## src/rtl/vga_pkg.sv

```systemverilog
// vga_pkg: capture FSM state type and default 640x480@60 VGA timing shared by the VGA blocks
package vga_pkg;
    typedef enum logic [1:0] {IDLE, WAIT_FRAME, CAPTURE, DONE} cap_state_t;
    localparam int DEF_H_TOTAL = 800;
    localparam int DEF_V_TOTAL = 525;
    localparam int DEF_X0 = 144;
    localparam int DEF_Y0 = 35;
    localparam int DEF_IMG_W = 100;
    localparam int DEF_IMG_H = 100;
endpackage

```

## src/rtl/sync_tracker.sv

```systemverilog
// sync_tracker: sync edge detection and saturating beam position counters
module sync_tracker (
    input  logic       clk,
    input  logic       rst_n,
    input  logic       Hsync,
    input  logic       Vsync,
    output logic       hRise,
    output logic       vRise,
    output logic [9:0] hCount,
    output logic [9:0] vCount
);
    logic hsync_q, vsync_q;

    assign hRise = Hsync & ~hsync_q;
    assign vRise = Vsync & ~vsync_q;

    // vRise wins over the line increment so coincident edges land on line 0
    always_ff @(posedge clk or negedge rst_n) begin
        if (!rst_n) begin
            hsync_q <= 1'b0;
            vsync_q <= 1'b0;
            hCount  <= '0;
            vCount  <= '0;
        end else begin
            hsync_q <= Hsync;
            vsync_q <= Vsync;
            hCount  <= hRise ? '0 : (&hCount) ? hCount : hCount + 10'd1;
            vCount  <= vRise ? '0 : (hRise && !(&vCount)) ? vCount + 10'd1 : vCount;
        end
    end
endmodule

```

## src/rtl/vga_capture.sv

```systemverilog
// vga_capture: on arm, writes one IMG_W x IMG_H window of the next full frame to a frame buffer
module vga_capture
    import vga_pkg::*;
#(
    parameter int H_TOTAL = DEF_H_TOTAL,
    parameter int V_TOTAL = DEF_V_TOTAL,
    parameter int X0 = DEF_X0,
    parameter int Y0 = DEF_Y0,
    parameter int IMG_W = DEF_IMG_W,
    parameter int IMG_H = DEF_IMG_H
) (
    input  logic        clk_25Mhz,
    input  logic        rst_n,
    input  logic        arm,
    input  logic        Hsync,
    input  logic        Vsync,
    input  logic [7:0]  pixelIn,
    output logic [15:0] wrAddress,
    output logic [7:0]  wrData,
    output logic        wrEnable,
    output logic        busy,
    output logic        frameDone,
    output logic        syncError
);
    localparam logic [9:0] H_LAST = 10'(H_TOTAL - 1);
    localparam logic [9:0] V_LAST = 10'(V_TOTAL - 1);
    localparam logic [9:0] X_LO = 10'(X0);
    localparam logic [9:0] X_HI = 10'(X0 + IMG_W - 1);
    localparam logic [9:0] Y_LO = 10'(Y0);
    localparam logic [9:0] Y_HI = 10'(Y0 + IMG_H - 1);
    localparam logic [15:0] W16 = 16'(IMG_W);

    cap_state_t state, next;
    logic hRise, vRise, h_seen, v_seen, in_win, sample, last, accept;
    logic [9:0] hCount, vCount;
    logic [15:0] addr;

    sync_tracker u_sync (
        .clk(clk_25Mhz),
        .rst_n(rst_n),
        .Hsync(Hsync),
        .Vsync(Vsync),
        .hRise(hRise),
        .vRise(vRise),
        .hCount(hCount),
        .vCount(vCount)
    );

    assign in_win = hCount >= X_LO && hCount <= X_HI && vCount >= Y_LO && vCount <= Y_HI;
    assign sample = state == CAPTURE && in_win && !vRise;
    assign last   = sample && hCount == X_HI && vCount == Y_HI;
    assign accept = state == IDLE && arm;
    assign addr   = {6'd0, vCount - Y_LO} * W16 + {6'd0, hCount - X_LO};
    assign busy   = state == WAIT_FRAME || state == CAPTURE;

    always_ff @(posedge clk_25Mhz or negedge rst_n) begin
        if (!rst_n) state <= IDLE;
        else        state <= next;
    end

    always_comb begin
        next = state;
        case (state)
            IDLE:       next = arm ? WAIT_FRAME : IDLE;
            WAIT_FRAME: next = vRise ? CAPTURE : WAIT_FRAME;
            CAPTURE:    next = vRise ? IDLE : last ? DONE : CAPTURE;
            default:    next = IDLE;
        endcase
    end

    // The first sync edge after reset or an accepted arm only establishes alignment
    always_ff @(posedge clk_25Mhz or negedge rst_n) begin
        if (!rst_n) begin
            wrAddress <= '0;
            wrData    <= '0;
            wrEnable  <= 1'b0;
            frameDone <= 1'b0;
            syncError <= 1'b0;
            h_seen    <= 1'b0;
            v_seen    <= 1'b0;
        end else begin
            wrEnable  <= sample;
            frameDone <= last;
            if (sample) begin
                wrAddress <= addr;
                wrData    <= pixelIn;
            end
            h_seen    <= !accept && (h_seen || hRise);
            v_seen    <= !accept && (v_seen || vRise);
            syncError <= !accept && (syncError || (hRise && h_seen && hCount != H_LAST) ||
                         (vRise && v_seen && vCount != V_LAST) || (state == CAPTURE && vRise));
        end
    end
endmodule

```

## config.mk

```make
export PLATFORM = sky130hd
export DESIGN_NAME = vga_capture
export DESIGN_NICKNAME = d
export VERILOG_FILES = /design/src/rtl/vga_pkg.sv /design/src/rtl/sync_tracker.sv /design/src/rtl/vga_capture.sv
export SDC_FILE = /design/constraint.sdc
export NUM_CORES = 1
export LEC_CHECK = 0
export ABC_AREA = 0
export BUFFER_PORTS_ARGS = -buffer_cell sky130_fd_sc_hd__buf_2
export CORE_UTILIZATION = 45
export CTS_CLUSTER_DIAMETER = 50
export DETAILED_ROUTE_END_ITERATION = 12
export HOLD_SLACK_MARGIN = 0.05
export PLACE_DENSITY_LB_ADDON = 0.15
export SETUP_SLACK_MARGIN = 0.5
export SLEW_MARGIN = 15
export SYNTH_ARGS = -nofsm -noshare
export SYNTH_HDL_FRONTEND = slang
export SYNTH_HIERARCHICAL = 1
export SYNTH_SLANG_ARGS = --single-unit
```

## constraint.sdc

```tcl
create_clock -name clk_25Mhz -period 4.1 [get_ports clk_25Mhz]
set_input_delay 0.41 -clock clk_25Mhz [delete_from_list [all_inputs] [get_ports clk_25Mhz]]
set_output_delay 0.41 -clock clk_25Mhz [all_outputs]
set_load 0.03 [all_outputs]
```

# Word-level counts from Yosys, hierarchy flattened
# Cells that the tools add are included.
# totals
reg_bits,53
elab_cells,72
inputBits,13
# op_classes
n_mul,1
magnitude_cmp,4
reduce_logical,30
n_mux,9
eq_ne,7
bitwise_logic,4
n_addsub,5
# op_table
op,count
10-bit 2-to-1 mux,4
"10-bit by 1-bit adder with 10-bit output, second input constant",2
"10-bit by 8-bit == test with 1-bit output, second input constant",2
"10-bit by 8-bit <= comparator with 1-bit output, second input constant",2
"10-bit != test, second input constant",2
10-bit AND reduction,2
1-bit logical AND,17
16-bit by 10-bit adder with 16-bit output,1
"10-bit by 5-bit multiplier with 14-bit output, second input constant",1
"10-bit by 6-bit >= comparator with 1-bit output, second input constant",1
"10-bit by 8-bit >= comparator with 1-bit output, second input constant",1
"10-bit by 6-bit subtractor with 10-bit output, second input constant",1
"10-bit by 8-bit subtractor with 10-bit output, second input constant",1
1-bit logical OR,6
2-bit one-hot mux with 3 select lines,1
2-bit 2-to-1 mux,2
1-bit zero test,3
1-bit bitwise AND,2
"2-bit by 1-bit == test with 1-bit output, second input constant",1
"2-bit == test, second input constant",1
2-bit zero test,1
1-bit 2-to-1 mux,2
"2-bit by 1-bit != test with 1-bit output, second input constant",1
1-bit NOT,2
2-bit nonzero test,1

# Depth between registers and ports, before layout
# depth
depth_word,11
ltp_mapped,17
depth_no_buf,17

# Modules after synthesis
# Netlist, hierarchy kept.
# modules_own_cells
module,cells_each,n_inst,area_per_inst_um2
vga_capture,322,1,3041.7
sync_tracker,112,1,1124.8

# Least setup slack after synthesis
# Ideal clock, no wire load.
# synth_timing
path_kind,reg-to-reg
from,register u_sync.vCount[2]
to,register wrAddress[14]
setup_time_ns,0.081
stages_incl_launch_ff,17
setup_slack_ns,-0.035
arrival_time_ns,4.053
path_buffers,1
t_required_ns,4.019
path_cell_list,dfrtp_1 -> clkbuf_1 -> a21oi_1 -> xor2_1 -> ha_1 -> ha_1 -> fa_1 -> ha_1 -> a21oi_1 -> nand2_1 -> xor2_1 -> ha_1 -> nor2_1 -> nor2_1 -> nand2_1 -> or4_1 -> a31oi_2
# synth_between
elab_chain_cells,5
# synth_lines
element,line,text
from (decl),sync_tracker.sv:10,output logic [9:0] vCount
from (signal assigned),sync_tracker.sv:28,vCount <= vRise ? '0 : (hRise && !(&vCount)) ? vCount + 10'd1 : vCount;
branches (longest 5 deep; another with 16-bit by 10-bit adder with 16-bit output),n/a,
to (signal assigned),vga_capture.sv:85,wrAddress <= addr;
to (decl),vga_capture.sv:18,"output logic [15:0] wrAddress,"
# Parallel ways; which one is timed is not known.
# A chain may end at the register's enable or synchronous reset.

# Worst setup path after layout
# layout_timing
from,register u_sync.vCount[0]
to,register wrAddress[12]
# Same word-level chain as after synthesis.

==> results.json <==
{
  "cts.sinks": 53,
  "cts_buffers": 5,
  "antenna_left": 0,
  "htree_levels": 2,
  "n_antenna_cell": 0,
  "path_buf_inv": 4,
  "slowest_stage": "fa_1",
  "drt_iter0_drc": 93,
  "cp.depth": 19,
  "yosysUniqueCellTypes": 64,
  "num_rows": 34,
  "end_kind": "flop",
  "fmax_mhz": 253,
  "dp.final_hpwl_um": 6500,
  "final_common_cell": "dfrtp_1",
  "drv_slew": 0,
  "antenna_found_initial": 0,
  "crit_required_ps": 4300,
  "grt_overflow": 0,
  "fin_tns_setup_ps": 0,
  "place_ws_ps": 68.5,
  "vias": 3425,
  "async_reset_ff_frac": 1.00,
  "cp_top_family": "adder cells",
  "syn-mean-instance-area_um2": 9.60,
  "synth_edf_count": 0,
  "cts_tree": "built",
  "final_area_um2": 5300,
  "fin_crit_ps": 3960,
  "syn_nets": 505,
  "path_common_cell": "buf_4",
  "synth_area_um2": 4170,
  "final_hold_viol_count": 0,
  "grt_use_total": 0.193,
  "placeableCoreArea_um2": 8850,
  "grt_pass1_wl_um": 15200,
  "clk_latency_ps": 320,
  "die-area_um2": 9650,
  "viasPerCell": 5.48,
  "clockBufferDepth": 2,
  "syn_inst": 434,
  "cts_root_buffer": "clkbuf_8",
  "crit_type": "reg2reg",
  "dieHeight_um": 98.2,
  "rsz0062_at_grt": "true",
  "worst_pin_slew_ps": 690,
  "die_x_um": 98.2,
  "place_area_um2": 4690,
  "ff2ff_path_depth": 19,
  "drive_above_1_share": 0.352,
  "worst_setup_path_start_kind": "flop",
  "setup_violations": 0,
  "outcome": "finished, violations left",
  "clk_pin_slew_worst_paths_ps": 110,
  "slowest_delay_ps": 550,
  "grt_max_degree": 54,
  "synthFlopType": "dfrtp_1",
  "ios": 41,
  "routed_wl_um": 9240,
  "final_cell_mix": "50 x dfrtp_1, 41 x buf_4, 40 x buf_2",
  "dr.pass1.iters": 8,
  "cts_hold_buf": 0,
  "nets": 587,
  "grt_pass1_vias": 3329,
  "ys_seq_area_frac": 0.318,
  "crit_chain": "ha_4, xnor2_4, ha_1, ha_1, fa_1, ha_4, a21oi_2, nand2_1, xor2_2, ha_4, buf_4, nor3_2, nor2_4, buf_4, buf_4, buf_4, nand4_1, xnor2_1, o21ai_1",
  "gp_congestion": 0.863,
  "drv_cap": 0,
  "synth_seq_cells": 53,
  "fin_crit_sh": 0.965,
  "holdWs_ps": 212,
  "layout_setup_ws_ps": 143,
  "start_util": 0.471,
  "slew_headroom": 0.540,
  "syn2layout_area_growth_pct": 27.2,
  "hp-class": "in2async",
  "finClkSkew_ps": 14.5,
  "io_buffers": 40,
  "cp.arrival_ps": 4160,
  "yosys_warnings": 6,
  "violations": "DRC",
  "post-route-drc-count": 3,
  "wire_per_inst_um": 14.8,
  "crit_fanout": 5
}
synth_stat cells, drive strengths merged (6+ instances only):
| cell | count | area [um2] |
|---|---|---|
| nor2 | 25 | 93.8 |
| nand2 | 29 | 109 |
| fa | 6 | 120 |
| xor2 | 20 | 175 |
| xnor2 | 15 | 131 |
| ha | 52 | 651 |
| a31oi | 15 | 106 |
| dfrtp | 53 | 1330 |
| nand4 | 7 | 43.8 |
| nand3 | 17 | 95.1 |
| inv | 40 | 150 |
| o21ai | 25 | 125 |
| or3 | 6 | 42.5 |
| or4 | 6 | 45.0 |
| nor3 | 13 | 70.1 |
| buf | 7 | 73.8 |
| mux2 | 13 | 158 |
| a21oi | 20 | 100 |
kinds of logic (layout without fill, tap and decap cells):
kind of cell             Yosys count  after routing  share of synthesized area
AO/OA/AOI/OAI                     86             86                      0.133
XOR/XNOR                          36             36                     0.0790
adder cells (fa/ha/maj)           58             58                      0.185
buffers and inverters             51            134                     0.0604
flip-flops                        53             53                      0.318
multiplexers                      16             16                     0.0450
AND/OR/NAND/NOR                  134            134                      0.180
through the flow:
| stage | std cells | utilization |
|---|---|---|
| after floorplan | 434 | - |
| after detailed placement | 588 | 0.530 |
| final | 625 | 0.599 |
| after global placement | 588 | 0.530 |
| after global routing | 625 | 0.599 |
| after CTS | 615 | 0.568 |
path summary, 6_finish.rpt:
path	slack [ps]	end	from
max reg2reg	140	wrAddress[12]$_DFFE_PN0P_	u_sync/vCount[0]$_DFFE_PN0P_
max	140	wrAddress[12]$_DFFE_PN0P_	u_sync/vCount[0]$_DFFE_PN0P_
min reg2reg	490	wrAddress[9]$_DFFE_PN0P_	wrAddress[9]$_DFFE_PN0P_
max in group asynchronous	3400	u_sync/vCount[1]$_DFFE_PN0P_	rst_n
min in group clk_25Mhz	210	u_sync/hsync_q$_DFF_PN0_	Hsync
min	210	u_sync/vCount[7]$_DFFE_PN0P_	rst_n
routing by layer:
layer | vias up | GRT usage | wire, um
li1 | 1708 | - | -
met1 | 1636 | 0.249 | 4330
met2 | 64 | 0.341 | 4490
met3 | 17 | 0.0272 | 244
met4 | 0 | 0.0459 | 177
met5 | - | 0 | 0
state kept, by name, summed over array words and instances (netlist names):
signal          flops
u_sync/hCount      10
h_seen              1
u_sync/vCount      10
wrData              8
wrAddress          16
wrEnable            1
v_seen              1
state               2
u_sync/vsync_q      1
u_sync/hsync_q      1
frameDone           1
syncError           1
area by class of cell:
cell class,instances,area (um2)
Fill cell,759,3550
Timing Repair Buffer,84,551
Multi-Input combinational cell,330,3020
Clock inverter,3,21.3
Clock buffer,5,68.8
Tap cell,108,135
Inverter,42,170
Sequential cell,53,1330
repair_timing:
action | CTS | global route
setup endpoints to repair | 7 | 7
pin swaps | 35 | 26
buffers inserted | 19 | 10
resized for setup | 22 | 36
Power is not shown: default switching activity piles up to over one toggle a cycle in this logic, so the estimate is an artifact.
